<file path="config.mk">
export PLATFORM = sky130hd
export DESIGN_NAME = matmul_sequencer
export DESIGN_NICKNAME = d
export VERILOG_FILES = /design/src/rtl/matmul_sequencer_pkg.sv /design/src/rtl/matmul_byte_serializer.sv /design/src/rtl/matmul_sequencer.sv
export SDC_FILE = /design/constraint.sdc
export NUM_CORES = 1
export LEC_CHECK = 0
export BUFFER_PORTS_ARGS = -buffer_cell sky130_fd_sc_hd__clkbuf_2
export CAP_MARGIN = 20
export CORE_ASPECT_RATIO = 0.6
export CORE_MARGIN = 2
export CORE_UTILIZATION = 45
export CTS_CLUSTER_DIAMETER = 200
export CTS_CLUSTER_SIZE = 25
export DETAILED_ROUTE_END_ITERATION = 10
export GPL_TIMING_DRIVEN = 1
export PLACE_DENSITY = 0.75
export SLEW_MARGIN = 0
export SYNTH_ARGS = -nofsm -noshare
export SYNTH_HDL_FRONTEND = slang
export SYNTH_SLANG_ARGS = --single-unit
</file>
<file path="constraint.sdc">
create_clock -name clk -period 1.8 [get_ports clk]
set_input_delay 0.09 -clock clk [delete_from_list [all_inputs] [get_ports clk]]
set_output_delay 0.09 -clock clk [all_outputs]
set_load 0.005 [all_outputs]
</file>
<file path="src/rtl/matmul_sequencer_pkg.sv">
//============================================================================
// Package : matmul_sequencer_pkg
// Brief   : Shared state encoding, sizes and result-byte helper for the
//           matmul sequencer.
// Rev     : 1.0
//============================================================================
`default_nettype none

package matmul_sequencer_pkg;

    localparam int N_ELEM    = 9;
    localparam int IN_BYTES  = 18;
    localparam int OUT_BYTES = 27;
    localparam int OPW       = 8;
    localparam int ACCW      = 18;

    typedef enum logic [1:0] {
        LOAD    = 2'd0,
        RUN     = 2'd1,
        CAPTURE = 2'd2,
        DRAIN   = 2'd3
    } seq_state_t;

    // Byte sel of an 18-bit result: low byte, middle byte, then the 2 MSBs.
    function automatic logic [OPW-1:0] result_byte(input logic [ACCW-1:0] word,
                                                   input logic [1:0]      sel);
        case (sel)
            2'd0:    return word[7:0];
            2'd1:    return word[15:8];
            default: return {6'b0, word[17:16]};
        endcase
    endfunction

endpackage

`default_nettype wire

</file>
<file path="src/rtl/matmul_byte_serializer.sv">
//============================================================================
// Module : matmul_byte_serializer
// Brief  : Holds the 9x18 result register and streams it as 27 bytes
//          over a valid/ready handshake.
// Rev    : 1.0
//============================================================================
`default_nettype none

module matmul_byte_serializer
    import matmul_sequencer_pkg::*;
(
    input  logic                   clk,
    input  logic                   reset,
    input  logic                   i_capture,
    input  logic                   i_drain,
    input  logic [N_ELEM*ACCW-1:0] i_result,
    input  logic                   i_out_ready,
    output logic                   o_out_valid,
    output logic [OPW-1:0]         o_out_data,
    output logic                   o_last_xfer
);

    logic [ACCW-1:0] r_result [N_ELEM];
    logic [3:0]      r_elem;
    logic [1:0]      r_sub;
    logic [4:0]      r_count;
    logic            w_xfer;

    assign w_xfer      = i_drain & i_out_ready;
    assign o_last_xfer = w_xfer && (r_count == 5'(OUT_BYTES - 1));
    assign o_out_valid = i_drain;
    assign o_out_data  = i_drain ? result_byte(r_result[r_elem], r_sub) : '0;

    always_ff @(posedge clk or negedge reset) begin
        if (!reset) begin
            for (int i = 0; i < N_ELEM; i++) r_result[i] <= '0;
            r_elem  <= '0;
            r_sub   <= '0;
            r_count <= '0;
        end else if (i_capture) begin
            for (int i = 0; i < N_ELEM; i++) r_result[i] <= i_result[i*ACCW +: ACCW];
            r_elem  <= '0;
            r_sub   <= '0;
            r_count <= '0;
        end else if (w_xfer) begin
            if (o_last_xfer) begin
                r_elem  <= '0;
                r_sub   <= '0;
                r_count <= '0;
            end else begin
                r_count <= r_count + 5'd1;
                if (r_sub == 2'd2) begin
                    r_sub  <= '0;
                    r_elem <= r_elem + 4'd1;
                end else begin
                    r_sub <= r_sub + 2'd1;
                end
            end
        end
    end

endmodule

`default_nettype wire

</file>
<file path="src/rtl/matmul_sequencer.sv">
//============================================================================
// Module : matmul_sequencer
// Brief  : Loads 3x3 A/B operand bytes, runs an external matmul engine and
//          streams the 9 results as bytes. Optional RUN timeout with
//          MATMUL_SEQ_TIMEOUT_EN.
// Rev    : 1.0
//============================================================================
`default_nettype none

module matmul_sequencer
    import matmul_sequencer_pkg::*;
#(
    parameter int TIMEOUT_CYCLES = 8
) (
    input  logic                   clk,
    input  logic                   reset,
    input  logic                   in_valid,
    input  logic [OPW-1:0]         in_data,
    output logic                   in_ready,
    output logic                   out_valid,
    output logic [OPW-1:0]         out_data,
    input  logic                   out_ready,
    output logic                   busy,
    output logic [N_ELEM*OPW-1:0]  mm_a,
    output logic [N_ELEM*OPW-1:0]  mm_b,
    output logic                   mm_enable,
    input  logic [N_ELEM*ACCW-1:0] mm_c,
    input  logic                   mm_done,
    output logic                   error
);

    seq_state_t     r_state;
    seq_state_t     w_next;
    logic [4:0]     r_idx;
    logic [OPW-1:0] r_a [N_ELEM];
    logic [OPW-1:0] r_b [N_ELEM];
    logic           w_in_xfer;
    logic           w_last_in;
    logic           w_capture;
    logic           w_drain;
    logic           w_last_out;
    logic           w_tmo_expired;

    assign w_in_xfer = (r_state == LOAD) && in_valid;
    assign w_last_in = w_in_xfer && (r_idx == 5'(IN_BYTES - 1));
    assign busy      = !((r_state == LOAD) && (r_idx == 5'd0));

    // A timeout shorter than one cycle has no meaning; nothing is built for it.
    if (TIMEOUT_CYCLES < 1) begin : g_timeout_invalid
    end

`ifdef MATMUL_SEQ_TIMEOUT_EN
    localparam int c_tmo_w = $clog2(TIMEOUT_CYCLES + 1);

    logic [c_tmo_w-1:0] r_tmo_cnt;
    logic               r_error;

    assign w_tmo_expired = (r_state == RUN) && !mm_done &&
                           (r_tmo_cnt == c_tmo_w'(TIMEOUT_CYCLES - 1));
    assign error = r_error;

    always_ff @(posedge clk or negedge reset) begin
        if (!reset) begin
            r_tmo_cnt <= '0;
            r_error   <= 1'b0;
        end else begin
            r_tmo_cnt <= (r_state == RUN) ? r_tmo_cnt + c_tmo_w'(1) : '0;
            if (w_tmo_expired) r_error <= 1'b1;
        end
    end
`else
    assign w_tmo_expired = 1'b0;
    assign error         = 1'b0;
`endif

    always_ff @(posedge clk or negedge reset) begin
        if (!reset) r_state <= LOAD;
        else        r_state <= w_next;
    end

    always_comb begin
        w_next    = r_state;
        in_ready  = 1'b0;
        mm_enable = 1'b0;
        w_capture = 1'b0;
        w_drain   = 1'b0;
        case (r_state)
            LOAD: begin
                in_ready = 1'b1;
                if (w_last_in) w_next = RUN;
            end
            RUN: begin
                mm_enable = 1'b1;
                if (mm_done)            w_next = CAPTURE;
                else if (w_tmo_expired) w_next = LOAD;
            end
            CAPTURE: begin
                mm_enable = 1'b1;
                w_capture = 1'b1;
                w_next    = DRAIN;
            end
            DRAIN: begin
                w_drain = 1'b1;
                if (w_last_out) w_next = LOAD;
            end
            default: w_next = LOAD;
        endcase
    end

    // Operand slots: index 0..8 fill A, 9..17 fill B.
    always_ff @(posedge clk or negedge reset) begin
        if (!reset) begin
            for (int i = 0; i < N_ELEM; i++) begin
                r_a[i] <= '0;
                r_b[i] <= '0;
            end
            r_idx <= '0;
        end else if (w_in_xfer) begin
            for (int i = 0; i < N_ELEM; i++) begin
                if (r_idx == 5'(i))          r_a[i] <= in_data;
                if (r_idx == 5'(i + N_ELEM)) r_b[i] <= in_data;
            end
            r_idx <= w_last_in ? 5'd0 : r_idx + 5'd1;
        end
    end

    for (genvar gi = 0; gi < N_ELEM; gi++) begin : g_pack
        assign mm_a[gi*OPW +: OPW] = r_a[gi];
        assign mm_b[gi*OPW +: OPW] = r_b[gi];
    end

    matmul_byte_serializer u_serializer (
        .clk         (clk),
        .reset       (reset),
        .i_capture   (w_capture),
        .i_drain     (w_drain),
        .i_result    (mm_c),
        .i_out_ready (out_ready),
        .o_out_valid (out_valid),
        .o_out_data  (out_data),
        .o_last_xfer (w_last_out)
    );

endmodule

`default_nettype wire

</file>
==> flow_summary.ini <==
[power]
switchingPower_mw = 8.98
swShare_pct = 32.8
power_frac_comb_pct = 40.1
p_leak_nw = 9.14
intPower_mw = 18.4
p_per_area_nw_per_um2 = 1390
clockPowerShare_pct = 14.9
vdd_drop_max_uv = 805
power_frac_seq_pct = 45.0

[worst_setup_path]
crit_slowest_cell = mux4_2
r2r_slack_ns = -0.03
critPathCapture = out_data[3]
r2r_start = r_state[1]
r2r-end = mm_a[18]
critPathKind = flop to output port
startpoint = u_serializer.r_elem[0]
end_kind = output port
cp.required_ns = 1.71
critPathMaxFanout = 8
cp_common_cell = buf_12
path_cells = buf_12 -> buf_12 -> mux4_2 -> a21oi_2 -> nand3_1 -> clkbuf_2
start_kind = flop
arrival_ns = 2.27
critPathMaxStageDelay_ns = 0.54
rr_worst_depth = 9

[status]
violations = negative setup slack
status = finished, violations left

[synth]
synth_area_leaders = dfrtp_1 58%, mux2_2 24%, mux2i_1 2.9%
yosysMostFrequentCell = dfrtp_1
syn_inst = 971
yosys_register_bits = 324
yosysUniqueCellTypes = 47
ys.warnings.count = 0
yosysSeqAreaShare_pct = 57.7
synth-edff-count = 0
async_flop_share_pct = 100
netlist_area_um2 = 14100
ys_dominant_reg_cell = dfrtp_1
synth_largest_area_cell = dfrtp_1
syn_nets = 1159
synth_area_per_cell_um2 = 14.5
synth_common_cells = 324 x dfrtp_1, 304 x mux2_2, 41 x mux2i_1, 30 x buf_2, 25 x o21ai_0
synth_top_cell_area_share_pct = 57.7

[clock_tree]
clk-insertion-delay-late_ns = 0.53
clockBufferDepth = 3
cts-root-buf = clkbuf_16
numCtsBuffers = 16
clkTransAtPathRegs_ns = 0.10
tritoncts = yes
cts_sinks = 324
htreeDepth = 1

[sta]
skew_ns = 0.0216
finalHoldViolations = 0
slew_headroom_pct = 62.0
setup_viol = 42
period_needed_ns = 2.36
fin_crit_sh_pct = 131
finalMaxSlewViolations = 0
max_clock_freq_mhz = 423
tightest_slew_ns = 0.571
whs_ns = 0.0202
rsz0062_at_grt = true
setup_slack_ns = -0.562

[run]
maxCapViolCount = 0

[global_routing]
grt_use_total_pct = 25.2
grt_pass1_vias = 11100
grt_max_degree = 74
grt_overflow = 0
grt_pass1_wl_mm = 63.6
antenna_found_initial = 3

[detailed_routing]
num_vias = 10300
drt_iter0_drc = 672
routed_via_density = 5.32
drc = 0
wirelength_mm = 42.3
drtAntennaViolNets = 0
wl_per_cell_um = 21.8
firstDrtPassIters = 5

[placement]
port_buffers = 330
placed_cells = 1732
gp_congestion = 0.873
dp_hpwl_mm = 28.0
place_area_um2 = 16800

[die]
die_area_um2 = 32700
core_um2 = 31000
die_y_um = 141
start_util_pct = 45.4
die_w_um = 232
io_pins = 332
rows = 50

[finish]
nets = 1704
drive_above_1_share_pct = 54.2
stdcell_count = 1938
area_growth_pct = 39.9
postLayoutCellArea_um2 = 19700

[min_path]
hp-class = input pin to flop
layer usage:
layer  wire length, µm  global-route usage, %
met1             18900                   35.4
met2             20000                   39.6
met3              2040                   4.69
met4              1360                   8.33
met5                 0                      0
layout by cell type, fill, tap and decap left out, types with 19 or more instances in the layout:
cell type / n
mux2_4: 64
buf_12: 28
buf_4: 51
clkbuf_2: 327
dfrtp_1: 321
mux2i_1: 40
mux2_2: 245
clkbuf_16: 19
dlygate4sd3_1: 164
o21ai_0: 24
area by class of cell:
type	instances	area, µm²
sequential	324	8110
timing repair buffer	584	4430
fill	2249	11300
clock buffer	21	440
tap	416	520
multi-input combinational	583	6140
antenna	3	7.51
inverter	7	26.3
power groups by stage:
stage	Combinational (mW)	Clock (mW)	Sequential, mW
2_1_floorplan	6.30	0	11.8
3_3_place_gp	9.59	0	12.1
3_5_place_dp	9.83	0	12.3
4_1_cts	10.3	4.19	12.1
5_1_grt	11.8	4.44	12.7
6_report	11.0	4.08	12.3
state kept, by name, indices dropped and copies added (netlist names):
signal	cells
u_serializer.r_result	162
mm_a	72
mm_b	72
r_idx	5
u_serializer.r_count	5
u_serializer.r_elem	4
r_state	2
u_serializer.r_sub	2
worst min path at each step:
stage	from	end	slack, ns	depth (start not counted)
after floorplan	reset	mm_a[0]	-0.21	0
after global placement	reset	mm_a[61]	0.04	1
after detailed placement	reset	mm_a[62]	0.04	1
after CTS	reset	mm_b[17]	0.06	2
after global routing	mm_done	r_state[0]	0.06	5
final	mm_done	r_state[0]	0.02	5
metrics by stage:
step / total power, mW / util [%] / setup TNS, ns / worst slack [ns]
floorplan: 18.1 / - / -0.421 / -0.0580
global placement: 21.7 / 54.3 / -0.466 / -0.101
detailed placement: 22.1 / 54.3 / -0.963 / -0.0643
CTS: 26.7 / 61.7 / -4.14 / -0.548
global route: 28.9 / 63.6 / -8.67 / -0.653
finish: 27.4 / 63.6 / -4.56 / -0.562
cell families (layout without fill, tap and decap cells):
family	count (synthesis)	after routing	share of synthesized area, %
AOI/OAI and AO/OA	78	78	3.38
xor gates and xnor gates	4	4	0.249
adders and majority gates	13	13	1.16
buffers and inverters	64	612	2.22
DFF	324	324	57.7
muxes	364	364	30.0
other	1	4	0.0267
and+or+nand+nor	123	123	5.33
timing repair:
action,in CTS,in global routing
buffers inserted,6,10
gates resized for setup,32,106
hold buffers,164,0
gates cloned,0,2
setup endpoints to repair,104,120
endpoints found under the hold margin,487,0
pin swaps,7,21
worst max-delay path: cells and delay by family, from the launching register on:
| kind | cells | cell delay (ns) |
|---|---|---|
| AND/OR/NAND/NOR | 1 | 0.09 |
| AO/OA/AOI/OAI | 1 | 0.18 |
| buffers and inverters | 3 | 0.40 |
| flip-flops | 1 | 0.52 |
| multiplexers | 1 | 0.54 |
No activity file was read; power rests on OpenSTA's default activity.
